<file path="src/rtl/uart_tx_shifter.sv">
// uart_tx_shifter: UART serial transmit engine.
// Takes bytes over a ready/valid handshake and sends each one as
// start, 8 data bits LSB-first, optional parity, then 1 or 2 stop bits.
// Optional feature macro: UART_TX_PARITY_EN adds the parity bit and the
// io_parity_odd port.
//
// state  | meaning
// -------+-------------------------------------------------
// IDLE   | line high, ready when io_en is set
// START  | start bit (0) for one bit period
// DATA   | data bit bit_idx for one bit period
// PARITY | parity bit for one bit period (macro builds only)
// STOP   | stop level (1) for one or two bit periods
//
// io_out is registered from the next-state decode, so it changes on the
// same edge as the state register. A back-to-back accept can only happen
// from IDLE, which stretches the stop level by one cycle between frames.

module uart_tx_shifter #(
   parameter int DIV_W = 16
) (
   input  logic             clock,
   input  logic             reset,
   input  logic             io_en,
   input  logic [DIV_W-1:0] io_div,
   input  logic             io_nstop,
   input  logic             io_in_valid,
   output logic             io_in_ready,
   input  logic [7:0]       io_in_bits,
   output logic             io_out,
`ifdef UART_TX_PARITY_EN
   input  logic             io_parity_odd,
`endif
   output logic             io_busy
);

   localparam logic [2:0] ST_IDLE   = 3'd0;
   localparam logic [2:0] ST_START  = 3'd1;
   localparam logic [2:0] ST_DATA   = 3'd2;
`ifdef UART_TX_PARITY_EN
   localparam logic [2:0] ST_PARITY = 3'd3;
`endif
   localparam logic [2:0] ST_STOP   = 3'd4;

   logic [2:0]       state, state_nxt;
   logic [DIV_W-1:0] presc, presc_nxt;
   logic [2:0]       bit_idx, bit_idx_nxt;
   logic             stop_second, stop_second_nxt;
   logic [7:0]       data_q;
   logic [DIV_W-1:0] div_q;
   logic             nstop_q;
   logic             par_odd_q;
   logic             out_nxt;
   logic             accept;
   logic             tick;

   assign io_in_ready = (state == ST_IDLE) & io_en & ~reset;
   assign io_busy     = (state != ST_IDLE);
   assign accept      = io_in_valid & io_in_ready;
   assign tick        = (presc == div_q);

   // Next-state, prescaler, bit index and line level decode
   always_comb begin
      state_nxt       = state;
      presc_nxt       = presc;
      bit_idx_nxt     = bit_idx;
      stop_second_nxt = stop_second;
      if (state != ST_IDLE) begin
         if (tick) presc_nxt = '0;
         else      presc_nxt = presc + DIV_W'(1);
      end
      case (state)
         ST_IDLE: begin
            if (accept) begin
               state_nxt       = ST_START;
               presc_nxt       = '0;
               bit_idx_nxt     = 3'd0;
               stop_second_nxt = 1'b0;
            end
         end
         ST_START: begin
            if (tick) state_nxt = ST_DATA;
         end
         ST_DATA: begin
            if (tick) begin
               bit_idx_nxt = bit_idx + 3'd1;
               if (bit_idx == 3'd7) begin
`ifdef UART_TX_PARITY_EN
                  state_nxt = ST_PARITY;
`else
                  state_nxt = ST_STOP;
`endif
               end
            end
         end
`ifdef UART_TX_PARITY_EN
         ST_PARITY: begin
            if (tick) state_nxt = ST_STOP;
         end
`endif
         ST_STOP: begin
            if (tick) begin
               if (nstop_q && !stop_second) begin
                  stop_second_nxt = 1'b1;
               end else begin
                  stop_second_nxt = 1'b0;
                  state_nxt       = ST_IDLE;
               end
            end
         end
         default: begin
            state_nxt = ST_IDLE;
            presc_nxt = '0;
         end
      endcase

      out_nxt = 1'b1;
      case (state_nxt)
         ST_START:  out_nxt = 1'b0;
         ST_DATA:   out_nxt = data_q[bit_idx_nxt];
`ifdef UART_TX_PARITY_EN
         ST_PARITY: out_nxt = (^data_q) ^ par_odd_q;
`endif
         default:   out_nxt = 1'b1;
      endcase
   end

   // Frame state and registered line output
   always_ff @(posedge clock) begin
      if (reset) begin
         state       <= ST_IDLE;
         presc       <= '0;
         bit_idx     <= 3'd0;
         stop_second <= 1'b0;
         io_out      <= 1'b1;
      end else begin
         state       <= state_nxt;
         presc       <= presc_nxt;
         bit_idx     <= bit_idx_nxt;
         stop_second <= stop_second_nxt;
         io_out      <= out_nxt;
      end
   end

   // Per-frame configuration captured at accept so mid-frame changes are ignored
   always_ff @(posedge clock) begin
      if (reset) begin
         data_q    <= 8'h00;
         div_q     <= '0;
         nstop_q   <= 1'b0;
         par_odd_q <= 1'b0;
      end else if (accept) begin
         data_q  <= io_in_bits;
         div_q   <= io_div;
         nstop_q <= io_nstop;
`ifdef UART_TX_PARITY_EN
         par_odd_q <= io_parity_odd;
`else
         par_odd_q <= 1'b0;
`endif
      end
   end

endmodule

</file>
<file path="config.mk">
export PLATFORM = sky130hd
export DESIGN_NAME = uart_tx_shifter
export DESIGN_NICKNAME = d
export VERILOG_FILES = /design/src/rtl/uart_tx_shifter.sv
export SDC_FILE = /design/constraint.sdc
export NUM_CORES = 1
export LEC_CHECK = 0
export BUFFER_PORTS_ARGS = -buffer_cell sky130_fd_sc_hd__buf_4
export CAP_MARGIN = 20
export CORE_ASPECT_RATIO = 0.75
export CORE_MARGIN = 4
export CORE_UTILIZATION = 50
export DETAILED_ROUTE_END_ITERATION = 12
export GPL_TIMING_DRIVEN = 0
export PLACE_DENSITY_LB_ADDON = 0.12
export SYNTH_ARGS = -nofsm -noshare
export SYNTH_HDL_FRONTEND = slang
export SYNTH_SLANG_ARGS = --single-unit
</file>
<file path="constraint.sdc">
create_clock -name clock -period 2.44 [get_ports clock]
set_input_delay 0.244 -clock clock [delete_from_list [all_inputs] [get_ports clock]]
set_output_delay 0.244 -clock clock [all_outputs]
set_load 0.01 [all_outputs]
</file>
---- Yosys cells after proc, flatten, opt, wreduce, memory -nomap -nowiden ----
Cells that the tools add are included.
Widths: inputs -> output; s select.
operators by class
  bitwise gates (word level) .............. 4
  reduce and logical (&&, ||, !) cells .... 7
  equality and inequality tests ........... 9
  muxes and demuxes ....................... 21
  $add $sub $neg .......................... 2
  $lt $le $gt $ge ......................... 1
operators with widths
  kind                   count
  $mux 16                3
  $pmux 16 s2            1
  $mux 3                 8
  $add 16x1->16 const B  1
  $eq 16x16->1           1
  $pmux 3 s4             1
  $eq 3x1->1 const B     2
  $eq 3x2->1 const B     2
  $eq 3x3->1 const B     2
  $pmux 3 s2             1
  $lt 3x4->1 const B     1
  $mux 1                 4
  $ne 2x2->1 const B     2
  $pmux 1 s2             2
  $add 3x1->3 const B    1
  $and 1x1->1            3
  $bmux 1 s3             1
  $logic_not 3->1        1
  $reduce_and 3->1       1
  $reduce_bool 3->1      1
  $reduce_or 3->1        1
  $reduce_bool 2->1      1
  $logic_and 1x1->1      1
  $logic_not 1->1        1
  $not 1->1              1
word-level totals
  flip-flop bits (word level) ............. 49
  output and inout bits ................... 3
  bits of input ports ..................... 29
  word-level logic and storage cells ...... 52

---- Logic depth before layout (Yosys ltp) ----
  word-level depth ........................ 9
  depth in mapped cells ................... 12
  gate-level depth less buffers ........... 9

---- Worst setup path before layout ----
OpenSTA, ideal clock, no wires.
  kind .................................... register -> register
  start ................................... register presc[2]
  end ..................................... register io_out
  setup time .............................. 0.131 ns
  clock period less this slack ............ 2.196 ns
  data arrival time ....................... 2.065 ns
  stages on the path, launching flop included .. 10
  path buffers ............................ 1
  path slack .............................. 0.244 ns
  data required time ...................... 2.309 ns
  cell sequence ........................... dfxtp_1 -> buf_2 -> xnor2_2 -> nand4_2 -> nor4_4 -> nand2_4 -> mux2_4 -> a211oi_1 -> a311o_2 -> o211ai_2
between the ends
  longest elaborated chain between the ends .. 6
  elaborated cells on any way between the ends .. 12
  those cells by class .................... 3 x eq/ne; 9 x mux
RTL lines
  item                          line  source
  start, declared               46    logic [DIV_W-1:0] presc, presc_nxt;
  start signal, assigned        138   presc <= presc_nxt;
  $eq 16x16->1 (*)              60    assign tick = (presc == div_q);
  $mux 3                        85    if (tick) begin
  $pmux 3 s2                    72    case (state)
  $bmux 1 s3                    120   ST_DATA: out_nxt = data_q[bit_idx_nxt];
  $mux 1 (implied by the code)  120
  $pmux 1 s2 (*)                118   case (state_nxt)
  end signal, assigned          141   io_out <= out_nxt;
  end, declared                 30    output logic io_out,
Every way passes the cells marked *; elsewhere a longest branch is shown, timed or not. The select of a mux whose other input is x is not followed.
A chain may end at the register's enable or synchronous reset.

---- Worst setup path in the final report ----
  start ................................... register presc[6]
  end ..................................... register io_out
The elaborated chain is that of the path after synthesis.

==> impl_results.md <==
- Die Ht: 68.2 um
- Initial antenna violation count: 0
- Synthesized cell area: 2420 sq um
- Starting Density: 0.529
- N_diodes: 0
- Max Cap Viol: 0
- Critical Path Sink Type: flop
- Final Cycle Share: 0.938
- Hold path start: io_div[9]
- Switching power: 0.405 mW
- Htree depth: 2
- Comb power frac: 0.140
- Hold-fix buffers at CTS: 0
- Startpoint types: flop
- Vias per cell: 5.07
- Maximum VDD drop: 371 uV
- Worst R2R Path Depth: 8
- Iteration-0 DRC Markers: 110
- Congestion Overflow GR: 0
- Avg Cell Area, Syn: 8.46 sq um
- Row count: 21
- Crit path DAT: 2.53 ns
- Vias: 1964
- Crit path max fanout: 5
- Drt drc: 0
- Routed Antenna Nets: 0
- Synth Register Bits: 49
- Total Wirelength: 5390 um
- Worst-skew pair later-pin latency: 0.31 ns
- Synth area leaders: dfxtp_1 41%, nand2b_1 7.5%, xnor2_1 6.9%
- Slew HR: 0.612
- TritonCTS clock tree: built
- Chip width: 88.3 um
- Worst-path clk slew: 0.09 ns
- Clock Power Share: 0.330
- Placed Area: 2720 sq um
- Root buffer cell: clkbuf_8
- Hold Path Sink: div_q[9]$_SDFFE_PP0P_
- Footprint of the multi-input gates: 1380 sq um
- P&R area growth vs syn: 19.4%
- First-pass GRT wire length: 8910 um
- Num ports: 32
- CORE AREA: 4570 sq um
- Final Non-Filler Cells: 387
- Status: finished, final reports clean
- Final #Nets: 361
- IO buf count: 31
- Routed wire per std cell: 13.9 um
- R2R Setup Slk: 0.15 ns
- Sw Ratio: 0.253
- Hold violation total from the final report: 0
- Req. time, crit path: 2.68 ns
- Max Freq: 437 MHz
- Post-Route Skew: 0.00472 ns
- Placed cells: 374
- Worst r2r dst: io_out$_SDFF_PP1_
- Worst slew pin tran: 0.583 ns
- CTS sink cnt: 49
- Top-area cell type share of the netlist area: 0.406
- Cell taking the most area after synthesis: dfxtp_1
- Syn_nets: 318
- Yosys cell types: 39
- Cell area after layout: 2890 sq um
- Clock Tree Buf Depth: 2
- FF/Latch Area: 981 sq um
- Layout cells sized above 1: 0.206
- WS Path Type: reg2reg
- Register area share after synthesis: 0.406
- Hold Path Stages: 3
- Seq pwr share: 0.530
- Vias in the first global route: 1890
- Pint: 1.20 mW
- Final setup viols: 0
- Die ar.: 6030 sq um
- DP Wirelength: 3790 um
- Pre-antenna DRT Iters: 4
- Tmin final: 2.29 ns
- Final-layout fill cell count: 410
- Routability congestion estimate: 0.850
- Slew Viols, Final: 0
- P per Cell Area: 555 nW/um^2
- Post-synthesis instance total: 286
- GRT Util Overall: 0.197
- Hold/Removal Path Class: in2reg
- YS warnings: 0
- Worst flop-to-flop path startpoint: presc[6]$_SDFF_PP0_
- Largest net degree at the start of global routing: 15
- CTS Buf Count: 5
- Leakage power: 1.08 nW
layout make-up:
cell class / count / area share
plain buffers: 15 / 0.0251
well taps: 57 / 0.0247
clock inverters: 1 / 0.00173
repair buffers: 36 / 0.0936
flip-flops and latches: 49 / 0.340
clock buffers: 7 / 0.0334
inverters: 4 / 0.00520
multi-input cells: 218 / 0.477
stage by stage:
stage	total power, mW	hold slack, ns	worst slack, ns	TNS (ns)	util
CTS	1.60	0.119	0.0319	0	0.622
detailed placement	1.07	0.445	-0.0708	-0.0708	0.596
finish	1.60	0.123	0.150	0	0.632
global route	1.67	0.123	-0.0228	-0.146	0.632
floorplan	0.989	0.353	0.244	0	-
global placement	1.06	0.437	-0.0244	-0.0244	0.596
power groups by stage:
stage | combinational, mW | clock [mW] | sequential, mW
5_1_grt | 0.247 | 0.574 | 0.852
4_1_cts | 0.212 | 0.543 | 0.848
3_5_place_dp | 0.199 | 0 | 0.867
6_report | 0.224 | 0.529 | 0.848
2_1_floorplan | 0.125 | 0 | 0.863
3_3_place_gp | 0.196 | 0 | 0.866
layout by cell type, fill, tap and decap left out, drive strengths merged, types with 2 or more instances in the layout:
cell type / count
mux2: 2
clkbuf: 16
inv: 4
a211oi: 2
nand2b: 29
nor2b: 2
nand4: 7
o21ai: 27
and2: 3
nor3: 3
mux2i: 6
nand3: 9
nor2: 34
nand2: 41
dfxtp: 49
xor2: 9
ha: 3
o211ai: 2
a21oi: 7
a31oi: 2
nor3b: 2
xnor2: 23
buf: 42
synthesized netlist by cell type (all sizes together):
library cell and count:
dfxtp 49, nand2 41, nor2 34, nand2b 29, o21ai 27, xnor2 23, nand3 9, xor2 9
clkbuf 8, a21oi 7, buf 7, nand4 7, mux2i 6, inv 4, and2 3, ha 3
nor3 3, a211oi 2, a31oi 2, mux2 2, nor2b 2, nor3b 2, o211ai 2, a211o 1
a311o 1, and3 1, nor4 1, o21bai 1
kinds of logic after synthesis:
logic type	count (synthesis)	synth area share
AND/OR/NAND/NOR	132	0.275
AO/OA/AOI/OAI	43	0.102
multiplexers	8	0.0388
XOR/XNOR	32	0.128
adder cells (fa/ha/maj)	3	0.0155
flip-flops	49	0.406
buffers and inverters	19	0.0352
how the worst max path moves through the flow:
stage                              from                   end  slack (ns)  cells past startpoint
global placement    presc[2]$_SDFF_PP0_     io_out$_SDFF_PP1_       -0.02                      9
finish              presc[6]$_SDFF_PP0_     io_out$_SDFF_PP1_        0.15                      8
floorplan           presc[2]$_SDFF_PP0_     io_out$_SDFF_PP1_        0.24                      9
CTS                 state[0]$_SDFF_PP0_   presc[7]$_SDFF_PP0_        0.03                     12
global route        state[0]$_SDFF_PP0_  presc[14]$_SDFF_PP0_       -0.02                     12
detailed placement  presc[2]$_SDFF_PP0_     io_out$_SDFF_PP1_       -0.07                      9
state kept, by name, indices dropped and copies added (netlist names):
signal,count
data_q,8
presc,16
nstop_q,1
io_out,1
bit_idx,3
div_q,16
state,3
stop_second,1
layer usage:
metal / wire length (um) / global-route usage / up-vias
li1: - / - / 1025
met1: 2790 / 0.281 / 883
met2: 2270 / 0.298 / 48
met3: 255 / 0.0409 / 8
met4: 77 / 0.0679 / 0
met5: 0 / 0 / -
worst max-delay path, cell delays in order, from the launching register on:
cell and delay (ns):
dfxtp_1 0.41, xnor2_1 0.17, nand4_1 0.18, nor4_4 0.39, nand2_4 0.15, mux2_4 0.35
mux2i_1 0.14, mux2_2 0.29, o211ai_2 0.14
what timing repair did:
| item | in CTS | in global routing |
|---|---|---|
| gates resized for setup | 1 | 4 |
| buffers inserted | 2 | 3 |
| pin swaps | 1 | 0 |
| gates cloned | 0 | 0 |
| setup endpoints to repair | 1 | 21 |
No activity file was read; power rests on OpenSTA's default activity.
